`src/rtl/cpu_pkg.sv`:
```
// Shared register-file geometry and write-back arbiter state encoding.
package cpu_pkg;
   localparam int AW      = 5;
   localparam int DW      = 32;
   localparam int REG_NUM = 32;

   typedef enum logic [1:0] {
      IDLE  = 2'd0,
      HOLD  = 2'd1,
      FORCE = 2'd2
   } wb_state_t;
endpackage

```
`src/rtl/wb_scoreboard.sv`:
```
// Pending-write bit per register for long-latency results, with three hazard
// query ports that bypass a result being committed in the current cycle.
module wb_scoreboard #(
   parameter int AW      = cpu_pkg::AW,
   parameter int REG_NUM = cpu_pkg::REG_NUM
) (
   input  logic                clk,
   input  logic                rst,
   input  logic                set_en,
   input  logic [AW-1:0]       set_addr,
   input  logic                clr_en,
   input  logic [AW-1:0]       clr_addr,
   input  logic [2:0][AW-1:0]  q_addr,
   output logic [2:0]          haz
);
   logic [REG_NUM-1:1] pending_reg;
   logic [REG_NUM-1:0] pending_vec;

   assign pending_vec = {pending_reg, 1'b0};

   genvar gi;
   generate
      for (gi = 1; gi < REG_NUM; gi++) begin : g_bit
         // A newer issue to the same register outranks the older commit.
         always_ff @(posedge clk or posedge rst) begin
            if (rst)
               pending_reg[gi] <= 1'b0;
            else if (set_en && set_addr == AW'(gi))
               pending_reg[gi] <= 1'b1;
            else if (clr_en && clr_addr == AW'(gi))
               pending_reg[gi] <= 1'b0;
         end
      end

      for (gi = 0; gi < 3; gi++) begin : g_query
         assign haz[gi] = pending_vec[q_addr[gi]] && (q_addr[gi] != '0) &&
                          !(clr_en && clr_addr == q_addr[gi]);
      end
   endgenerate
endmodule

```
`src/rtl/regs_wb_arbiter.sv`:
```
// Shares the register-file write port between the pipeline WB stage and a
// multi-cycle mul/div unit, with bounded starvation of the buffered M result.
module regs_wb_arbiter #(
   parameter int STARVE_MAX = 4,
   parameter int AW         = cpu_pkg::AW,
   parameter int DW         = cpu_pkg::DW
) (
   input  logic          clk,
   input  logic          rst,
   input  logic          p_we,
   input  logic [AW-1:0] p_addr,
   input  logic [DW-1:0] p_data,
   input  logic          m_valid,
   input  logic [AW-1:0] m_addr,
   input  logic [DW-1:0] m_data,
   output logic          m_ready,
   input  logic          iss_valid,
   input  logic [AW-1:0] iss_addr,
   input  logic [AW-1:0] q_rs1,
   input  logic [AW-1:0] q_rs2,
   input  logic [AW-1:0] q_rd,
   output logic          haz_rs1,
   output logic          haz_rs2,
   output logic          haz_rd,
   output logic          p_stall,
   output logic          rf_we,
   output logic [AW-1:0] rf_addr,
   output logic [DW-1:0] rf_data
);
   import cpu_pkg::*;

   wb_state_t     state_reg;
   logic          m_ready_reg;
   logic [3:0]    cnt_reg;
   logic [AW-1:0] baddr_reg;
   logic [DW-1:0] bdata_reg;
   logic [AW-1:0] last_addr_reg;
   logic [DW-1:0] last_data_reg;
   logic          pe;
   logic          commit;
   logic [2:0]    haz;

   assign p_stall = (state_reg == FORCE);
   assign m_ready = m_ready_reg;
   assign pe      = p_we && (p_addr != '0) && !p_stall && !rst;
   assign commit  = (state_reg == FORCE) || ((state_reg == HOLD) && !pe);

   always_ff @(posedge clk or posedge rst) begin
      if (rst) begin
         state_reg   <= IDLE;
         m_ready_reg <= 1'b1;
         cnt_reg     <= '0;
         baddr_reg   <= '0;
         bdata_reg   <= '0;
      end else begin
         case (state_reg)
            IDLE: begin
               // Results for x0 complete the handshake and are discarded.
               if (m_valid && m_ready_reg && m_addr != '0) begin
                  baddr_reg   <= m_addr;
                  bdata_reg   <= m_data;
                  state_reg   <= HOLD;
                  m_ready_reg <= 1'b0;
               end
            end
            HOLD: begin
               if (pe) begin
                  cnt_reg <= cnt_reg + 4'd1;
                  if (cnt_reg + 4'd1 == 4'(STARVE_MAX))
                     state_reg <= FORCE;
               end else begin
                  cnt_reg     <= '0;
                  state_reg   <= IDLE;
                  m_ready_reg <= 1'b1;
               end
            end
            default: begin
               cnt_reg     <= '0;
               state_reg   <= IDLE;
               m_ready_reg <= 1'b1;
            end
         endcase
      end
   end

   // Idle cycles repeat the last written address/data so the port never floats.
   always_comb begin
      rf_we   = 1'b0;
      rf_addr = last_addr_reg;
      rf_data = last_data_reg;
      if (pe) begin
         rf_we   = 1'b1;
         rf_addr = p_addr;
         rf_data = p_data;
      end else if (commit) begin
         rf_we   = 1'b1;
         rf_addr = baddr_reg;
         rf_data = bdata_reg;
      end
   end

   always_ff @(posedge clk or posedge rst) begin
      if (rst) begin
         last_addr_reg <= '0;
         last_data_reg <= '0;
      end else if (rf_we) begin
         last_addr_reg <= rf_addr;
         last_data_reg <= rf_data;
      end
   end

   wb_scoreboard #(.AW(AW), .REG_NUM(REG_NUM)) u_scoreboard (
      .clk      (clk),
      .rst      (rst),
      .set_en   (iss_valid && iss_addr != '0),
      .set_addr (iss_addr),
      .clr_en   (commit),
      .clr_addr (baddr_reg),
      .q_addr   ({q_rd, q_rs2, q_rs1}),
      .haz      (haz)
   );

   assign haz_rs1 = haz[0];
   assign haz_rs2 = haz[1];
   assign haz_rd  = haz[2];
endmodule

```
`config.mk`:
```
export PLATFORM = sky130hd
export DESIGN_NAME = regs_wb_arbiter
export DESIGN_NICKNAME = d
export VERILOG_FILES = /design/src/rtl/cpu_pkg.sv /design/src/rtl/wb_scoreboard.sv /design/src/rtl/regs_wb_arbiter.sv
export SDC_FILE = /design/constraint.sdc
export NUM_CORES = 1
export LEC_CHECK = 0
export CORE_UTILIZATION = 51
export DETAILED_ROUTE_END_ITERATION = 8
export HOLD_SLACK_MARGIN = 0.03
export PLACE_DENSITY = 0.85
export SYNTH_ARGS = -nofsm -noshare
export SYNTH_HDL_FRONTEND = slang
export SYNTH_HIERARCHICAL = 1
export SYNTH_SLANG_ARGS = --single-unit
```
`constraint.sdc`:
```
create_clock -name clk -period 3 [get_ports clk]
set_clock_uncertainty 0.2 [all_clocks]
set_input_delay 0.6 -clock clk [delete_from_list [all_inputs] [get_ports clk]]
set_output_delay 0.6 -clock clk [all_outputs]
set_load 0.02 [all_outputs]
```
==> results of run 1 <==
[cells in the mapped netlist, drive strengths merged (2+ instances only)]
master / number
or2: 5
o21bai: 2
mux4: 21
o211ai: 2
clkbuf: 10
mux2: 40
nand3b: 2
a21oi: 9
or4: 2
or2b: 2
xor2: 14
ha: 2
nand3: 43
nor2b: 8
nor3b: 6
nand2b: 10
buf: 33
nor4: 3
mux2i: 39
dfrtp: 111
inv: 3
nor2: 11
o21ai: 138
nand4b: 3
o32a: 3
o31ai: 2
nand2: 17
nand4: 6
a211oi: 6
xnor2: 3
[power by group through the flow]
stage | Combinational [mW] | Sequential [mW] | Clock [mW]
floorplan | 1.42 | 2.28 | 0
global placement | 2.11 | 2.45 | 0
detailed placement | 2.18 | 2.48 | 0
CTS | 2.20 | 2.50 | 1.35
global route | 2.46 | 2.62 | 1.43
finish | 2.31 | 2.57 | 1.36
[cells in the final DEF, fill, tap and decap left out, drive strengths merged, types with 3 or more instances in the layout]
cell type | synthesis | final
o21ai | 138 | 138
dfrtp | 111 | 111
clkdlybuf4s50 | 0 | 82
buf | 33 | 80
nand3 | 43 | 43
mux2 | 40 | 40
mux2i | 39 | 39
dlygate4sd2 | 0 | 22
mux4 | 21 | 21
clkdlybuf4s15 | 0 | 20
clkbuf | 10 | 19
nand2 | 17 | 17
xor2 | 14 | 14
nor2 | 11 | 11
nand2b | 10 | 10
a21oi | 9 | 9
nor2b | 8 | 8
nand4 | 6 | 6
nor3b | 6 | 6
a211oi | 6 | 6
or2 | 5 | 5
nand4b | 3 | 3
xnor2 | 3 | 3
o32a | 3 | 3
nor4 | 3 | 3
[path summary, 6_finish.rpt]
check / from / end / slack (ps) / cells past startpoint
hold reg to reg: bdata_reg[27]$_DFFE_PP0P_ / bdata_reg[27]$_DFFE_PP0P_ / 300 / 1
max in group asynchronous: rst / m_ready$_DFFE_PP1P_ / 1700 / 4
min in group clk: bdata_reg[27]$_DFFE_PP0P_ / bdata_reg[27]$_DFFE_PP0P_ / 300 / 1
setup reg to reg: state_reg[1]$_DFFE_PP0P_ / u_scoreboard/pending_reg[14]$_DFFE_PP0P_ / 430 / 9
setup / recovery: state_reg[1]$_DFFE_PP0P_ / rf_data[0] / 20 / 7
hold / removal: rst / bdata_reg[26]$_DFFE_PP0P_ / 300 / 3
[routing by layer]
| metal | part of all wire | global-route usage | wire length, um |
|---|---|---|---|
| met1 | 0.38 | 0.414 | 7960 |
| met2 | 0.50 | 0.575 | 10600 |
| met3 | 0.079 | 0.0643 | 1660 |
| met4 | 0.042 | 0.139 | 893 |
| met5 | 0 | 0 | 0 |
[cell families (layout without fill, tap and decap cells)]
group,Yosys count,after routing,synth area share
AO/OA/AOI/OAI,167,167,0.145
AND/OR/NAND/NOR,121,121,0.107
flip-flops,112,112,0.451
multiplexers,100,100,0.223
buffers and inverters,46,234,0.0457
XOR/XNOR,17,17,0.0240
adder cells (fa/ha/maj),2,2,0.00403
[cell type report]
class,count,area (sq um),area share
Clock inverter,4,75.1,0.00853
Tap cell,143,179,0.0203
Multi-Input combinational cell,407,3390,0.385
Clock buffer,12,267,0.0303
Sequential cell,112,2810,0.319
Inverter,3,12.5,0.00142
Timing Repair Buffer,215,2070,0.235
[timing repair]
item                       in CTS  in global routing
buffers inserted                5                  5
setup endpoints to repair      41                 38
cloned                          3                  1
resized for setup             162                 52
pin swaps                      14                  6
[critical path, stage by stage, from the launching register on]
cell and delay [ps]:
dfrtp_1 410, buf_6 140, nor2b_4 130, or2_4 250, buf_12 200, mux2i_2 270, o21ai_1 100, dlygate4sd2_1 330
==> impl_metrics.tcl, run 1 <==
set metrics [dict create \
    initial_standard_cell_utilization_of_the_core 0.533 \
    pwr_density_cell_mw_per_mm2 709 \
    synth.cell_area_sq_mm 0.00621 \
    max_freq_mhz 336 \
    die_width_um 112 \
    slew_headroom 0.691 \
    floorplan.io_pins 142 \
    final.setup.worst_slack_ps 23.0 \
    setup_tns_ps 0 \
    postSynth.asyncResetShare 1.00 \
    final_min_period_over_clock_period 0.992 \
    post_route_cells_drive_above_1_share 0.279 \
    cts_num_sinks 112 \
    areaGrowthSynthToFinish_pct 41.7 \
    drt.antenna.violating_nets 0 \
    vdd.ir_drop.worst_uv 478 \
    finalMaxSlewViolations 0 \
    h_tree_level_count 3 \
    totalWireLength_um 21100 \
    cts_tree "yes" \
    detailedRoute.firstPassIterationCount 5 \
    power_leakage_nw 3.53 \
    synth_top_cell_area_share 0.447 \
    clkLatencyLatePin_ps 350 \
    routed-via-count 5770 \
    finalPower_mw 6.24 \
    final_nets 849 \
    clock_power_share 0.218 \
    setup.worst_path.start_class "flop" \
    placedCellCount 867 \
    die_h_um 112 \
    cts_hold_buf 0 \
    synthTopCellsByArea "dfrtp_1 45%, mux4_2 7.6%, mux2i_1 6.3%" \
    gp_routability_congestion 0.904 \
    synth_seq_area_share 0.451 \
    critical_path_class "reg2out" \
    antenna_violations_before_repair 0 \
    minimum_clock_period_after_layout_ps 2980 \
    synth-main-ff-cell "dfrtp_1" \
    yosysTopAreaCell "dfrtp_1" \
    timing.final.setup_violations 0 \
    cp.arrival_ps 2180 \
    p_int_mw 4.02 \
    crit_path_end_kind "primary output" \
    slew_at_the_pin_with_the_worst_max_slew_slack_ps 464 \
    place.port_buffers 141 \
    place_ws_ps -725 \
    diodes 0 \
    overflow_left_after_global_routing 0 \
    min_delay_worst_type "in2async" \
    synth_enable_flop_cells 0 \
    rows 39 \
    ys.warnings.count 6 \
    num-fill-cells 690 \
    cp_max_fo 7 \
    power.combinational.fraction 0.370 \
    route.detailed.drc 0 \
    grt_pass1_wl_um 32200 \
    root_buffer "clkbuf_16" \
    drt_iter0_markers 569 \
    synthesis.area_per_instance_sq_um 11.0 \
    die_area_sq_mm 0.0126 \
    synth_cell_types 49 \
    fp.coreArea_sq_mm 0.0117 \
    cts-buffers-inserted 9 \
    grt_start_max_net_pins 51 \
    routed_wire_length_per_instance_um 23.6 \
    hold_slack_ps 302 \
    placed_area_sq_mm 0.00804 \
    mappedNetlistNets 666 \
    grt_usage 0.334 \
    post-dp-hpwl_um 13300 \
    synth_seq_cells 112 \
    clkTransAtPathRegs_ps 70 \
    timing.final.hold_violations 0 \
    max-cap-violations 0 \
    synth_cells 565 \
    share_seq_of_total_power 0.413 \
    finish.utilization 0.755 \
    fin_cells 896 \
    cts_max_path_buffers 2 \
    timing.critical_path.required_ps 2200 \
    area_of_all_placed_cells_without_fillers_sq_mm 0.00880 \
    via_per_inst 6.44 \
    power.switching_fraction 0.356 \
    status "completed" \
    switchingPower_mw 2.22 \
    first_global_vias 5825 \
]
Note: power is estimated with default switching activity, not from simulation.
==> run 2: changes to the inputs <==
--- a/config.mk
+++ b/config.mk
@@ -5,10 +5,10 @@
 export SDC_FILE = /design/constraint.sdc
 export NUM_CORES = 1
 export LEC_CHECK = 0
-export CORE_UTILIZATION = 51
+export CORE_UTILIZATION = 45
 export DETAILED_ROUTE_END_ITERATION = 8
 export HOLD_SLACK_MARGIN = 0.03
-export PLACE_DENSITY = 0.85
+export PLACE_DENSITY = 0.77
 export SYNTH_ARGS = -nofsm -noshare
 export SYNTH_HDL_FRONTEND = slang
 export SYNTH_HIERARCHICAL = 1
==> run 2 against run 1 <==
Via count is 5.9% lower. Clock-buffer cell count is 1 lower. Worst hold slack worse by 10 ps. Die area is 13% higher. Final cell count is 3.7% higher. First-iteration DRC count is 50% lower. Critical endpoint is now haz_rs1. Sequential share of layout area is 0.64 points higher. Critical path depth is 3 higher. Design area is 2.0% lower.
==> impl_metrics.tcl, run 2 (synthesis results as in run 1) <==
set metrics [dict create \
    h_tree_level_count 3 \
    switchingPower_mw 2.08 \
    cts_max_path_buffers 2 \
    final.setup.worst_slack_ps 6.94 \
    cp_max_fo 4 \
    totalWireLength_um 18200 \
    grt_usage 0.259 \
    root_buffer "clkbuf_16" \
    power.switching_fraction 0.357 \
    final_common_cell "dfrtp_1" \
    route.detailed.drc 0 \
    max_freq_mhz 334 \
    cts_num_sinks 112 \
    antenna_violations_before_repair 1 \
    timing.critical_path.required_ps 2200 \
    routed_wire_length_per_instance_um 19.5 \
    timing.final.hold_violations 0 \
    layout_common_cells "111 x dfrtp_1, 82 x clkdlybuf4s50_1, 76 x o21ai_0" \
    min_delay_worst_type "reg2reg" \
    initial_standard_cell_utilization_of_the_core 0.466 \
    p_int_mw 3.75 \
    floorplan.io_pins 142 \
    hold_slack_ps 291 \
    finalMaxSlewViolations 0 \
    gp_routability_congestion 0.942 \
    via_per_inst 5.85 \
    cp.arrival_ps 2190 \
    die_area_sq_mm 0.0143 \
    cts_tree "yes" \
    vdd.ir_drop.worst_uv 345 \
    finalPower_mw 5.83 \
    setup.worst_path.start_class "input pin" \
    power_leakage_nw 3.46 \
    areaGrowthSynthToFinish_pct 38.8 \
    grt_start_max_net_pins 52 \
    die_h_um 120 \
    pwr_density_cell_mw_per_mm2 675 \
    first_global_vias 5711 \
    cts_hold_buf 0 \
    crit_path_end_kind "primary output" \
    drt_iter0_markers 285 \
    rows 42 \
    place_ws_ps -712 \
    fp.coreArea_sq_mm 0.0133 \
    setup_tns_ps 0 \
    minimum_clock_period_after_layout_ps 2990 \
    post-dp-hpwl_um 13300 \
    grt_pass1_wl_um 28900 \
    routed-via-count 5432 \
    share_seq_of_total_power 0.432 \
    critical_path_class "in2out" \
    slew_headroom 0.644 \
    final_min_period_over_clock_period 0.998 \
    slew_at_the_pin_with_the_worst_max_slew_slack_ps 534 \
    post_route_cells_drive_above_1_share 0.255 \
    place.port_buffers 141 \
    overflow_left_after_global_routing 0 \
    final_nets 848 \
    status "completed" \
    detailedRoute.firstPassIterationCount 5 \
    clkLatencyLatePin_ps 350 \
    clock_power_share 0.194 \
    power.combinational.fraction 0.374 \
    die_width_um 120 \
    drt.antenna.violating_nets 0 \
    clkTransAtPathRegs_ps 70 \
    cts-buffers-inserted 9 \
    max-cap-violations 0 \
    timing.final.setup_violations 0 \
]
==> run 2: changes by cell type in the layout (fill, tap and decap cells not counted), sizes merged <==
cell and change:
dlygate4sd2 +4, inv +1, diode +1, bufbuf -2, buf +6, bufinv -2, dlygate4sd1 -1, clkinv +2
dlymetal6s2s +1, clkbuf +1, clkdlybuf4s15 -11
==> run 2: worst paths after layout <==
kind / depth (start not counted) / start / slack (ps) / end
setup / recovery: 10 / p_addr[1] / 7 / haz_rs1
hold reg to reg: 1 / bdata_reg[21]$_DFFE_PP0P_ / 290 / bdata_reg[21]$_DFFE_PP0P_
min in group asynchronous: 3 / rst / 390 / cnt_reg[0]$_DFFE_PP0N_
max in group asynchronous: 4 / rst / 1540 / last_data_reg[0]$_DFFE_PP0P_
hold / removal: 1 / bdata_reg[21]$_DFFE_PP0P_ / 290 / bdata_reg[21]$_DFFE_PP0P_
setup reg to reg: 11 / state_reg[1]$_DFFE_PP0P_ / 370 / u_scoreboard/pending_reg[11]$_DFFE_PP0P_
==> run 2: power groups by stage <==
stage / sequential, mW / clock (mW) / combinational [mW]
finish: 2.52 / 1.13 / 2.18
global route: 2.57 / 1.21 / 2.36
CTS: 2.46 / 1.16 / 2.09
detailed placement: 2.47 / 0 / 2.18
global placement: 2.43 / 0 / 2.12
floorplan: 2.28 / 0 / 1.42
==> run 2: layout make-up <==
cell class | count | area [sq um]
well taps | 176 | 220
multi-input cells | 407 | 3350
clock buffers | 11 | 243
repair buffers | 214 | 1950
inverters | 3 | 12.5
clock inverters | 5 | 41.3
diodes | 1 | 2.50
flip-flops and latches | 112 | 2800
fillers | 1068 | 4720
==> run 2: timing repair <==
| item | 4_1_cts | 5_1_grt |
|---|---|---|
| setup endpoints to repair | 41 | 31 |
| gates resized for setup | 138 | 53 |
| pin swaps | 9 | 12 |
| buffers inserted | 1 | 3 |
| gates cloned | 0 | 2 |
==> run 2: stage by stage <==
stage	cells	utilization	cell area (sq um)
CTS	923	0.629	8400
global placement	906	0.610	8140
finish	929	0.646	8630
floorplan	565	-	6220
global route	929	0.646	8630
detailed placement	906	0.610	8140
==> run 2: layer usage <==
metal	wire length (um)	track usage
met1	7360	0.327
met2	9000	0.434
met3	1180	0.0428
met4	618	0.127
met5	0	0
==> run 2: worst max-delay path, stage by stage <==
cell and delay [ps]:
clkdlybuf4s15_1 200, nor3_2 260, nand2_1 140, and2_4 180
nor2b_1 140, buf_4 200, nand3_4 90, nand4_1 140
o31ai_2 90, buf_4 160
==> run 3: changes to the inputs <==
--- a/config.mk
+++ b/config.mk
@@ -9,6 +9,7 @@
 export DETAILED_ROUTE_END_ITERATION = 8
 export HOLD_SLACK_MARGIN = 0.03
 export PLACE_DENSITY = 0.77
+export SLEW_MARGIN = 20
 export SYNTH_ARGS = -nofsm -noshare
 export SYNTH_HDL_FRONTEND = slang
 export SYNTH_HIERARCHICAL = 1
==> results of run 3 <==
Final layout, timing and power as in run 2 (identical DEF).
